File: config.mk
export PLATFORM = sky130hd
export DESIGN_NAME = hpu_cfg_master
export DESIGN_NICKNAME = d
export VERILOG_FILES = /design/src/rtl/hpu_cfg_master.sv
export SDC_FILE = /design/constraint.sdc
export NUM_CORES = 1
export LEC_CHECK = 0
export ABC_AREA = 1
export CAP_MARGIN = 20
export CORE_MARGIN = 5
export CORE_UTILIZATION = 41
export DETAILED_ROUTE_END_ITERATION = 8
export PLACE_DENSITY = 0.77
export SLEW_MARGIN = 10
export SYNTH_ARGS = -nofsm -noshare
export SYNTH_HDL_FRONTEND = slang
export SYNTH_SLANG_ARGS = --single-unit
File: constraint.sdc
create_clock -name clk -period 1.94 [get_ports clk]
set_input_delay 0.388 -clock clk [delete_from_list [all_inputs] [get_ports clk]]
set_output_delay 0.388 -clock clk [all_outputs]
set_load 0.01 [all_outputs]
File: src/rtl/hpu_cfg_master.sv
// AXI-Lite initiator that programs the HPU control register file and runs one job start.
// Define HPU_CFG_READBACK_EN to read back and verify each job-parameter write.
module hpu_cfg_master #(
   parameter logic [31:0] BASE_ADDR = 32'h0000_0000,
   parameter logic [15:0] POLL_MAX  = 16'd65535
) (
   input  logic        clk,
   input  logic        rst,
   input  logic        start,
   input  logic [19:0] cfg_addr_j,
   input  logic [19:0] cfg_addr_i,
   input  logic [4:0]  cfg_remainder,
   input  logic [15:0] cfg_item_num,
   output logic        busy,
   output logic        done,
   output logic        error,
   output logic [1:0]  err_code,
   output logic [31:0] M_AXI_AWADDR,
   output logic        M_AXI_AWVALID,
   input  logic        M_AXI_AWREADY,
   output logic [31:0] M_AXI_WDATA,
   output logic [3:0]  M_AXI_WSTRB,
   output logic        M_AXI_WVALID,
   input  logic        M_AXI_WREADY,
   input  logic [1:0]  M_AXI_BRESP,
   input  logic        M_AXI_BVALID,
   output logic        M_AXI_BREADY,
   output logic [31:0] M_AXI_ARADDR,
   output logic        M_AXI_ARVALID,
   input  logic        M_AXI_ARREADY,
   input  logic [31:0] M_AXI_RDATA,
   input  logic [1:0]  M_AXI_RRESP,
   input  logic        M_AXI_RVALID,
   output logic        M_AXI_RREADY
);

   typedef enum logic [2:0] {
      IDLE,
      WR_REQ,
      WR_RESP,
      RD_REQ,
      RD_RESP,
      NEXT,
      DONE,
      ERR
   } state_t;

   localparam logic [1:0] ERR_RESP     = 2'b01;
   localparam logic [1:0] ERR_TIMEOUT  = 2'b10;
   localparam logic [1:0] ERR_READBACK = 2'b11;
   localparam logic [2:0] STEP_POLL    = 3'd6;
   localparam logic [2:0] STEP_RUN     = 3'd7;

   state_t      state_q, state_d;
   logic [2:0]  step_q, step_d;
   logic        req_sent_q, req_sent_d;
   logic        aw_done_q, aw_done_d;
   logic        w_done_q, w_done_d;
   logic [15:0] poll_cnt_q, poll_cnt_d;
   logic [19:0] addr_j_q, addr_j_d;
   logic [19:0] addr_i_q, addr_i_d;
   logic [4:0]  remainder_q, remainder_d;
   logic [15:0] item_num_q, item_num_d;
   logic [31:0] awaddr_q, awaddr_d;
   logic        awvalid_q, awvalid_d;
   logic [31:0] wdata_q, wdata_d;
   logic        wvalid_q, wvalid_d;
   logic        bready_q, bready_d;
   logic [31:0] araddr_q, araddr_d;
   logic        arvalid_q, arvalid_d;
   logic        rready_q, rready_d;
   logic        busy_q, busy_d;
   logic        done_q, done_d;
   logic        error_q, error_d;
   logic [1:0]  err_code_q, err_code_d;

   logic [7:0]  cur_off;
   logic [31:0] cur_wdata;
   logic        aw_fin;
   logic        w_fin;
   logic [16:0] poll_next;
   logic        rb_match;
   logic        rdata_unused;

   // Register offset and write payload for the current step of the job sequence.
   always_comb begin
      cur_off   = 8'h00;
      cur_wdata = 32'd0;
      case (step_q)
         3'd1: begin cur_off = 8'h04; cur_wdata = {12'd0, addr_j_q};    end
         3'd2: begin cur_off = 8'h08; cur_wdata = {12'd0, addr_i_q};    end
         3'd3: begin cur_off = 8'h0C; cur_wdata = {27'd0, remainder_q}; end
         3'd4: begin cur_off = 8'h10; cur_wdata = {16'd0, item_num_q};  end
         3'd5: begin cur_off = 8'h00; cur_wdata = 32'd1;                end
         3'd7: begin cur_off = 8'h00; cur_wdata = 32'd2;                end
         default: begin cur_off = 8'h00; cur_wdata = 32'd0;             end
      endcase
   end

`ifdef HPU_CFG_READBACK_EN
   always_comb begin
      rb_match = 1'b1;
      case (step_q)
         3'd1:    rb_match = (M_AXI_RDATA[19:0] == addr_j_q);
         3'd2:    rb_match = (M_AXI_RDATA[19:0] == addr_i_q);
         3'd3:    rb_match = (M_AXI_RDATA[4:0]  == remainder_q);
         3'd4:    rb_match = (M_AXI_RDATA[15:0] == item_num_q);
         default: rb_match = 1'b1;
      endcase
   end
   assign rdata_unused = ^M_AXI_RDATA[31:20];
`else
   assign rb_match     = 1'b1;
   assign rdata_unused = ^M_AXI_RDATA[31:1];
`endif

   always_comb begin
      state_d     = state_q;
      step_d      = step_q;
      req_sent_d  = req_sent_q;
      aw_done_d   = aw_done_q;
      w_done_d    = w_done_q;
      poll_cnt_d  = poll_cnt_q;
      addr_j_d    = addr_j_q;
      addr_i_d    = addr_i_q;
      remainder_d = remainder_q;
      item_num_d  = item_num_q;
      awaddr_d    = awaddr_q;
      awvalid_d   = awvalid_q;
      wdata_d     = wdata_q;
      wvalid_d    = wvalid_q;
      bready_d    = bready_q;
      araddr_d    = araddr_q;
      arvalid_d   = arvalid_q;
      rready_d    = rready_q;
      busy_d      = busy_q;
      done_d      = 1'b0;
      error_d     = error_q;
      err_code_d  = err_code_q;
      aw_fin      = aw_done_q | (awvalid_q & M_AXI_AWREADY);
      w_fin       = w_done_q  | (wvalid_q  & M_AXI_WREADY);
      poll_next   = {1'b0, poll_cnt_q} + 17'd1;

      case (state_q)
         IDLE: begin
            if (start) begin
               addr_j_d    = cfg_addr_j;
               addr_i_d    = cfg_addr_i;
               remainder_d = cfg_remainder;
               item_num_d  = cfg_item_num;
               step_d      = 3'd0;
               poll_cnt_d  = 16'd0;
               req_sent_d  = 1'b0;
               busy_d      = 1'b1;
               error_d     = 1'b0;
               err_code_d  = 2'b00;
               state_d     = WR_REQ;
            end
         end

         WR_REQ: begin
            if (!req_sent_q) begin
               awaddr_d   = BASE_ADDR + {24'd0, cur_off};
               wdata_d    = cur_wdata;
               awvalid_d  = 1'b1;
               wvalid_d   = 1'b1;
               aw_done_d  = 1'b0;
               w_done_d   = 1'b0;
               req_sent_d = 1'b1;
            end else begin
               // Address and data channels retire independently of each other.
               if (awvalid_q && M_AXI_AWREADY) awvalid_d = 1'b0;
               if (wvalid_q && M_AXI_WREADY)   wvalid_d  = 1'b0;
               aw_done_d = aw_fin;
               w_done_d  = w_fin;
               if (aw_fin && w_fin) begin
                  req_sent_d = 1'b0;
                  bready_d   = 1'b1;
                  state_d    = WR_RESP;
               end
            end
         end

         WR_RESP: begin
            if (bready_q && M_AXI_BVALID) begin
               bready_d = 1'b0;
               if (M_AXI_BRESP != 2'b00) begin
                  state_d    = ERR;
                  busy_d     = 1'b0;
                  error_d    = 1'b1;
                  err_code_d = ERR_RESP;
`ifdef HPU_CFG_READBACK_EN
               end else if (step_q >= 3'd1 && step_q <= 3'd4) begin
                  state_d = RD_REQ;
`endif
               end else begin
                  state_d = NEXT;
               end
            end
         end

         RD_REQ: begin
            if (!req_sent_q) begin
               araddr_d   = BASE_ADDR + {24'd0, cur_off};
               arvalid_d  = 1'b1;
               req_sent_d = 1'b1;
            end else if (arvalid_q && M_AXI_ARREADY) begin
               arvalid_d  = 1'b0;
               req_sent_d = 1'b0;
               rready_d   = 1'b1;
               state_d    = RD_RESP;
            end
         end

         RD_RESP: begin
            if (rready_q && M_AXI_RVALID) begin
               rready_d = 1'b0;
               if (M_AXI_RRESP != 2'b00) begin
                  state_d    = ERR;
                  busy_d     = 1'b0;
                  error_d    = 1'b1;
                  err_code_d = ERR_RESP;
               end else if (step_q == STEP_POLL) begin
                  if (M_AXI_RDATA[0]) begin
                     // Counter saturates at the limit rather than wrapping.
                     if (poll_next >= {1'b0, POLL_MAX}) begin
                        poll_cnt_d = POLL_MAX;
                        state_d    = ERR;
                        busy_d     = 1'b0;
                        error_d    = 1'b1;
                        err_code_d = ERR_TIMEOUT;
                     end else begin
                        poll_cnt_d = poll_next[15:0];
                        state_d    = RD_REQ;
                     end
                  end else begin
                     state_d = NEXT;
                  end
               end else if (!rb_match) begin
                  state_d    = ERR;
                  busy_d     = 1'b0;
                  error_d    = 1'b1;
                  err_code_d = ERR_READBACK;
               end else begin
                  state_d = NEXT;
               end
            end
         end

         NEXT: begin
            if (step_q == STEP_RUN) begin
               done_d  = 1'b1;
               busy_d  = 1'b0;
               state_d = DONE;
            end else begin
               step_d     = step_q + 3'd1;
               req_sent_d = 1'b0;
               state_d    = ((step_q + 3'd1) == STEP_POLL) ? RD_REQ : WR_REQ;
            end
         end

         DONE: begin
            state_d = IDLE;
         end

         ERR: begin
            state_d = IDLE;
         end

         default: begin
            state_d = IDLE;
         end
      endcase
   end

   always_ff @(posedge clk) begin
      if (rst) begin
         state_q     <= IDLE;
         step_q      <= 3'd0;
         req_sent_q  <= 1'b0;
         aw_done_q   <= 1'b0;
         w_done_q    <= 1'b0;
         poll_cnt_q  <= 16'd0;
         addr_j_q    <= 20'd0;
         addr_i_q    <= 20'd0;
         remainder_q <= 5'd0;
         item_num_q  <= 16'd0;
         awaddr_q    <= 32'd0;
         awvalid_q   <= 1'b0;
         wdata_q     <= 32'd0;
         wvalid_q    <= 1'b0;
         bready_q    <= 1'b0;
         araddr_q    <= 32'd0;
         arvalid_q   <= 1'b0;
         rready_q    <= 1'b0;
         busy_q      <= 1'b0;
         done_q      <= 1'b0;
         error_q     <= 1'b0;
         err_code_q  <= 2'b00;
      end else begin
         state_q     <= state_d;
         step_q      <= step_d;
         req_sent_q  <= req_sent_d;
         aw_done_q   <= aw_done_d;
         w_done_q    <= w_done_d;
         poll_cnt_q  <= poll_cnt_d;
         addr_j_q    <= addr_j_d;
         addr_i_q    <= addr_i_d;
         remainder_q <= remainder_d;
         item_num_q  <= item_num_d;
         awaddr_q    <= awaddr_d;
         awvalid_q   <= awvalid_d;
         wdata_q     <= wdata_d;
         wvalid_q    <= wvalid_d;
         bready_q    <= bready_d;
         araddr_q    <= araddr_d;
         arvalid_q   <= arvalid_d;
         rready_q    <= rready_d;
         busy_q      <= busy_d;
         done_q      <= done_d;
         error_q     <= error_d;
         err_code_q  <= err_code_d;
      end
   end

   assign busy          = busy_q;
   assign done          = done_q;
   assign error         = error_q;
   assign err_code      = err_code_q;
   assign M_AXI_AWADDR  = awaddr_q;
   assign M_AXI_AWVALID = awvalid_q;
   assign M_AXI_WDATA   = wdata_q;
   assign M_AXI_WSTRB   = 4'hF;
   assign M_AXI_WVALID  = wvalid_q;
   assign M_AXI_BREADY  = bready_q;
   assign M_AXI_ARADDR  = araddr_q;
   assign M_AXI_ARVALID = arvalid_q;
   assign M_AXI_RREADY  = rready_q;

endmodule

==> qor.yml, run 1 <==
core_area_um2: 14500
grt_pass1_vias: 5221
rows: 44
cp.arrival_ns: 2.34
crit_path_cell_trace: "buf_6 -> ha_4 -> nor2_2 -> nor2_1 -> nor2_1 -> nand2_1 -> nor2_2 -> nand2_1 -> nor2_2 -> nand3_2 -> nand3_2 -> nand2_2 -> nand2_4 -> buf_6 -> a21oi_2 -> nor2_1"
finalClockSkew_ns: 0.00774
routed_wirelength_um: 16400
diodes: 0
r2r-end: "error"
p_leak_nw: 3.07
crit_path_end_kind: "register"
tritoncts: "built"
layout_commonest_cell: "nand2_1"
rr_worst_depth: 16
fmaxAchievable_ghz: 0.505
vias: 5685
grt_overflow_total: 0
hold_depth: 2
rrSetupSlack_ns: -0.04
clock_latency_ns: 0.42
synth_area_per_cell_um2: 7.16
cts_root_buf: "clkbuf_16"
violations: "setup timing"
ys_ff_latch: 122
grt_max_degree: 55
drt_iter0_drc: 395
cp-startpoint: "poll_cnt_q[1]"
netlist_instances: 845
cts_buffers: 17
firstDrtPassIters: 5
die_x_um: 131
hp-class: "in2reg"
clkTransAtPathRegs_ns: 0.06
detail_route.wl_per_cell_um: 14.1
gp_congestion: 0.855
synth.distinct_cells: 34
critPathSlowestCell: "dfxtp_2"
vdd_drop_max_v: 0.000634
synth_area_um2: 6050
dp.final_hpwl_um: 11200
fp.dieH_um: 131
track_usage: 0.178
setup_viol: 6
drv_slew: 0
startpoint_type: "register"
finalCriticalPeriod_ns: 1.98
ys_seq_area_frac: 0.404
rsz0062_at_grt: "yes"
crit_fanout: 5
initial_core_util: 0.418
gr-usage-met2: 0.290
hold_viol_final: 0
max_cap_viol_count: 0
fin_crit_sh: 1.02
viasPerCell: 4.90
yosysWarnings: 0
nets: 1077
io_pins: 215
clock-sinks: 122
r2r-start: "poll_cnt_q[1]"
powerDensity_nw_per_um2: 1090
layout-drive-gt1-share: 0.116
htree_num_levels: 4
worstHoldStart: "rst"
layout_common_cells: "215 x nand2_1, 116 x dfxtp_1, 108 x clkdlybuf4s50_1"
io_buffer_count: 109
drtAntennaViolNets: 0
worst_pin_slew_ns: 0.563
clk_path_buf_depth: 2
final_util: 0.546
grt_pass1_wl_um: 25700
slew_headroom: 0.625
crit_type: "reg2reg"
drc: 0
required_ns: 2.30
fin_ws_ns: -0.0421
met1_usage: 0.228
dieArea_um2: 17300
place_ws_ns: -0.0815
worst_path_largest_cell_delay_ns: 0.36
met3_usage: 0.0612
holdPathEnd: "addr_j_q[14]"
syn_to_final_growth_pct: 30.7
antenna_found_initial: 0
status: "finished with violations"
busiest_layer: "met2"
[per-layer routing]
metal  wire, µm  up-vias
met1       6960     2585
met4        215        0
li1           -     2853
met2       7870      224
met3       1320       23
met5          0        -
[registers in the layout (all words and copies together), names as in the netlist, 2 cells and up]
register      count
M_AXI_ARADDR      3
M_AXI_AWADDR      3
M_AXI_WDATA      20
addr_i_q         20
addr_j_q         20
err_code          2
item_num_q       16
poll_cnt_q       16
remainder_q       5
state_q           3
step_q            3
[synth_stat cells]
| cell type | number | share of area |
|---|---|---|
| ha_1 | 9 | 0.019 |
| a221oi_1 | 11 | 0.016 |
| o21ai_0 | 54 | 0.045 |
| nor2_1 | 63 | 0.039 |
| conb_1 | 2 | 0.0012 |
| a21oi_1 | 97 | 0.080 |
| clkbuf_1 | 31 | 0.019 |
| inv_1 | 64 | 0.040 |
| nand2_1 | 219 | 0.14 |
| a22oi_1 | 5 | 0.0062 |
| a31oi_1 | 2 | 0.0021 |
| nor3_1 | 6 | 0.0050 |
| or2_2 | 3 | 0.0031 |
| nand4_1 | 9 | 0.0093 |
| a21oi_2 | 9 | 0.013 |
| o22ai_1 | 4 | 0.0041 |
| inv_4 | 1 | 0.0010 |
| o21ai_1 | 1 | 0.00083 |
| a311oi_1 | 1 | 0.0014 |
| buf_2 | 2 | 0.0017 |
| nand3_2 | 2 | 0.0033 |
| o21bai_1 | 2 | 0.0025 |
| nand3_1 | 27 | 0.022 |
| inv_2 | 2 | 0.0012 |
| a211oi_1 | 1 | 0.0012 |
| nor2_4 | 5 | 0.0093 |
| buf_4 | 75 | 0.093 |
| nor2_2 | 3 | 0.0031 |
| nand2_4 | 1 | 0.0019 |
| xor2_1 | 2 | 0.0029 |
| o21bai_2 | 1 | 0.0019 |
| dfxtp_1 | 122 | 0.40 |
| nand2_2 | 5 | 0.0052 |
| o2111ai_1 | 4 | 0.0058 |
[worst max path at each step]
stage | end | cells after the start
final | error | 16
after global routing | err_code[1] | 16
after CTS | err_code[0] | 14
after detailed placement | err_code[0] | 16
after global placement | req_sent_q | 10
after floorplan | err_code[0] | 16
[what timing repair did]
action / CTS / global route
pin swaps: 6 / 7
setup buffers: 2 / 2
gates resized for setup: 10 / 22
cloned: 0 / 0
hold buffers: 0 / 0
endpoints found under the setup margin: 18 / 35
[layout make-up]
type,count,area [µm²]
inverters,67,254
well taps,184,230
repair buffers,135,1340
multi-input cells,620,3020
fillers,1341,6580
clock inverters,11,145
flip-flops and latches,122,2450
clock buffers,21,460
[stage by stage]
stage	power [mW]	instance area, µm²	hold slack, ns	setup TNS (ns)	std cells
final	8.59	7900	0.380	-0.123	1160
after global routing	9.03	7900	0.382	-2.64	1160
after CTS	8.49	7830	0.370	0	1158
after detailed placement	5.27	7160	0.439	-0.743	1124
after global placement	5.22	7160	0.436	-0.167	1124
after floorplan	4.57	6320	0.428	0	917
[logic make-up after synthesis]
| kind of cell | after synthesis | share of synthesized area |
|---|---|---|
| xor+xnor | 2 | 0.00290 |
| buf+inv | 175 | 0.156 |
| compound gates | 192 | 0.180 |
| simple gates | 343 | 0.237 |
| other cells | 2 | 0.00124 |
| fa+ha+maj | 9 | 0.0186 |
| flops | 122 | 0.404 |
[critical path: cells and delay by family, from the launching register on]
| kind | cells | cell delay (ns) |
|---|---|---|
| adder cells (fa/ha/maj) | 1 | 0.19 |
| AND/OR/NAND/NOR | 12 | 1.10 |
| buffers and inverters | 2 | 0.22 |
| AO/OA/AOI/OAI | 1 | 0.04 |
| flip-flops | 1 | 0.36 |
[power breakdown]
group / switching (mW) / total [mW] / internal (mW)
clock: 1.14 / 3.22 / 2.08
sequential: 0.205 / 3.10 / 2.89
combinational: 1.40 / 2.28 / 0.873
Note: power is estimated with default switching activity, not from simulation.
==> run 2: changes to the inputs <==
--- a/config.mk
+++ b/config.mk
@@ -7,10 +7,12 @@
 export LEC_CHECK = 0
 export ABC_AREA = 1
 export CAP_MARGIN = 20
+export CELL_PAD_IN_SITES_DETAIL_PLACEMENT = 1
+export CELL_PAD_IN_SITES_GLOBAL_PLACEMENT = 2
 export CORE_MARGIN = 5
-export CORE_UTILIZATION = 41
+export CORE_UTILIZATION = 22
 export DETAILED_ROUTE_END_ITERATION = 8
-export PLACE_DENSITY = 0.77
+export PLACE_DENSITY_LB_ADDON = 0.1
 export SLEW_MARGIN = 10
 export SYNTH_ARGS = -nofsm -noshare
 export SYNTH_HDL_FRONTEND = slang
==> run 2 against run 1 <==
Against the previous run:
- the run now ends clean
- utilization is 23 points lower
- combinational power is 8% higher
- count of clock-buffer cells in the layout is 4 lower
==> qor.yml, run 2 (synthesized netlist as in run 1, its figures left out) <==
clk_path_buf_depth: 2  # unchanged
layout_commonest_cell: "nand2_1"
whs_ns: 0.358  # -0.0226 ns
io_buffer_count: 109  # unchanged
fp.dieH_um: 176  # +34%
firstDrtPassIters: 4  # -1
grt_pass1_vias: 5918  # +13%
crit_path_end_kind: "register"
max_cap_viol_count: 0  # unchanged
hp-class: "in2reg"
cp-startpoint: "poll_cnt_q[0]"
hold_viol_final: 0  # unchanged
power.total_mw: 8.98  # +4.6%
drc: 0  # unchanged
io_pins: 215  # unchanged
track_usage: 0.134  # -0.0445
r2r-start: "poll_cnt_q[0]"
diodes: 0  # unchanged
cp.arrival_ns: 2.23  # -0.11 ns
worst_path_largest_cell_delay_ns: 0.37  # about the same
clkTransAtPathRegs_ns: 0.07  # about the same
grt_max_degree: 65  # +18%
rows: 60  # +36%
layout-drive-gt1-share: 0.167  # +0.0517
fmaxAchievable_ghz: 0.517  # +2.4%
p_leak_nw: 3.37  # +9.7%
syn_to_final_growth_pct: 41.8
tritoncts: "built"
crit_type: "reg2reg"
startpoint_type: "register"
dp.final_hpwl_um: 15300  # +37%
seq_area_um2: 2450  # +0.10%
worstHoldStart: "rst"
crit_fanout: 7  # +2
fin_ws_ns: 0.00492  # +0.0470 ns
crit_family: "simple AND/OR/NAND/NOR gates"
drt_iter0_drc: 162  # -59%
grt_pass1_wl_um: 32900  # +28%
powerDensity_nw_per_um2: 1050  # -3.6%
crit_path_cell_trace: "inv_2 -> buf_4 -> nor2_4 -> nand2_2 -> buf_4 -> nor2_1 -> nand2_1 -> nand2_2 -> nor2_2 -> nand3_4 -> nand2_8 -> buf_6 -> o21ai_0 -> a21oi_1"
stdcell_count: 1368  # +18%
critPathSlowestCell: "dfxtp_4"
clock-sinks: 122  # unchanged
fin_crit_sh: 0.997  # -0.0242
finalCriticalPeriod_ns: 1.94  # -0.0470 ns
gp_congestion: 0.725  # -15%
cts_buffers: 17  # unchanged
status: "finished, final reports clean"
dp.cells: 1333  # +19%
dieArea_um2: 30900  # +79%
cts_root_buf: "clkbuf_16"
antenna_found_initial: 1  # +1
setup_viol: 0  # -6
die_x_um: 176  # +34%
critPathBufInv: 4  # +2
viasPerCell: 4.17  # -15%
initial_core_util: 0.224  # -0.194
fin_setup_tns_ns: 0  # +0.123 ns
core_area_um2: 27000  # +87%
multi_input_area_um2: 3050  # +1.1%
fill_cells: 3272  # +140%
clock_latency_ns: 0.42  # about the same
detail_route.wl_per_cell_um: 15.2  # +7.7%
nets: 1128  # +4.7%
layout_common_cells: "208 x nand2_1, 116 x dfxtp_1, 108 x clkdlybuf4s50_1"
place_ws_ns: -0.202  # -0.120 ns
drtAntennaViolNets: 0  # unchanged
cts_hold_buf: 0  # unchanged
finalClockSkew_ns: 0.0133  # +0.00560 ns
required_ns: 2.24  # -0.06 ns
grt_overflow_total: 0  # unchanged
rsz0062_at_grt: "yes"
routed_wirelength_um: 20800  # +27%
htree_num_levels: 4  # unchanged
vias: 5710  # +0.44%
vdd_drop_max_v: 0.000549  # -13%
drv_slew: 0  # unchanged
[run 2: changes by cell type in the layout (fill, tap and decap cells not counted), sizes merged]
| cell | delta |
|---|---|
| buf | +51 |
| clkbuf | -4 |
| clkinvlp | -3 |
| clkinv | -2 |
| inv | +9 |
[run 2: per-layer routing]
metal	part of all wire	routed length (µm)	track usage
met3	0.046	955	0.0349
met5	0.00063	13	0
met2	0.48	9980	0.223
met4	0.011	223	0.0344
met1	0.46	9600	0.172
[run 2: power breakdown]
group          total [mW]  switching [mW]  internal (mW)  leakage [nW]
sequential           3.08           0.197           2.88          1.00
combinational        2.47            1.48          0.993          2.07
clock                3.43            1.35           2.08         0.299
[run 2: tightest hold or removal path, cell delays in order]
cell	delay, ns
buf_2	0.15
nor2_1	0.09
nand2_1	0.06
nand2_1	0.04
[run 2: what timing repair did]
action	in CTS	in global routing
setup endpoints to repair	21	35
resized for setup	35	13
buffers inserted	3	0
pin swaps	19	8
[run 2: path summary, 6_finish.rpt]
| check | to | slack, ns | cells past startpoint |
|---|---|---|---|
| min reg2reg | addr_i_q[5] | 0.45 | 2 |
| min | M_AXI_AWADDR[3] | 0.36 | 4 |
| max | poll_cnt_q[10] | 0.005 | 14 |
| max reg2reg | poll_cnt_q[10] | 0.005 | 14 |
[run 2: through the flow]
step	cell area [µm²]	util
floorplan	6320	-
global placement	7770	0.288
detailed placement	7770	0.288
CTS	8560	0.317
global route	8580	0.317
finish	8580	0.317
[run 2: layout make-up]
cell class | instances | share of cell area
Clock inverter | 15 | 0.0235
Timing Repair Buffer | 186 | 0.205
Inverter | 67 | 0.0302
Sequential cell | 122 | 0.286
Tap cell | 341 | 0.0497
Clock buffer | 17 | 0.0496
Multi-Input combinational cell | 620 | 0.356
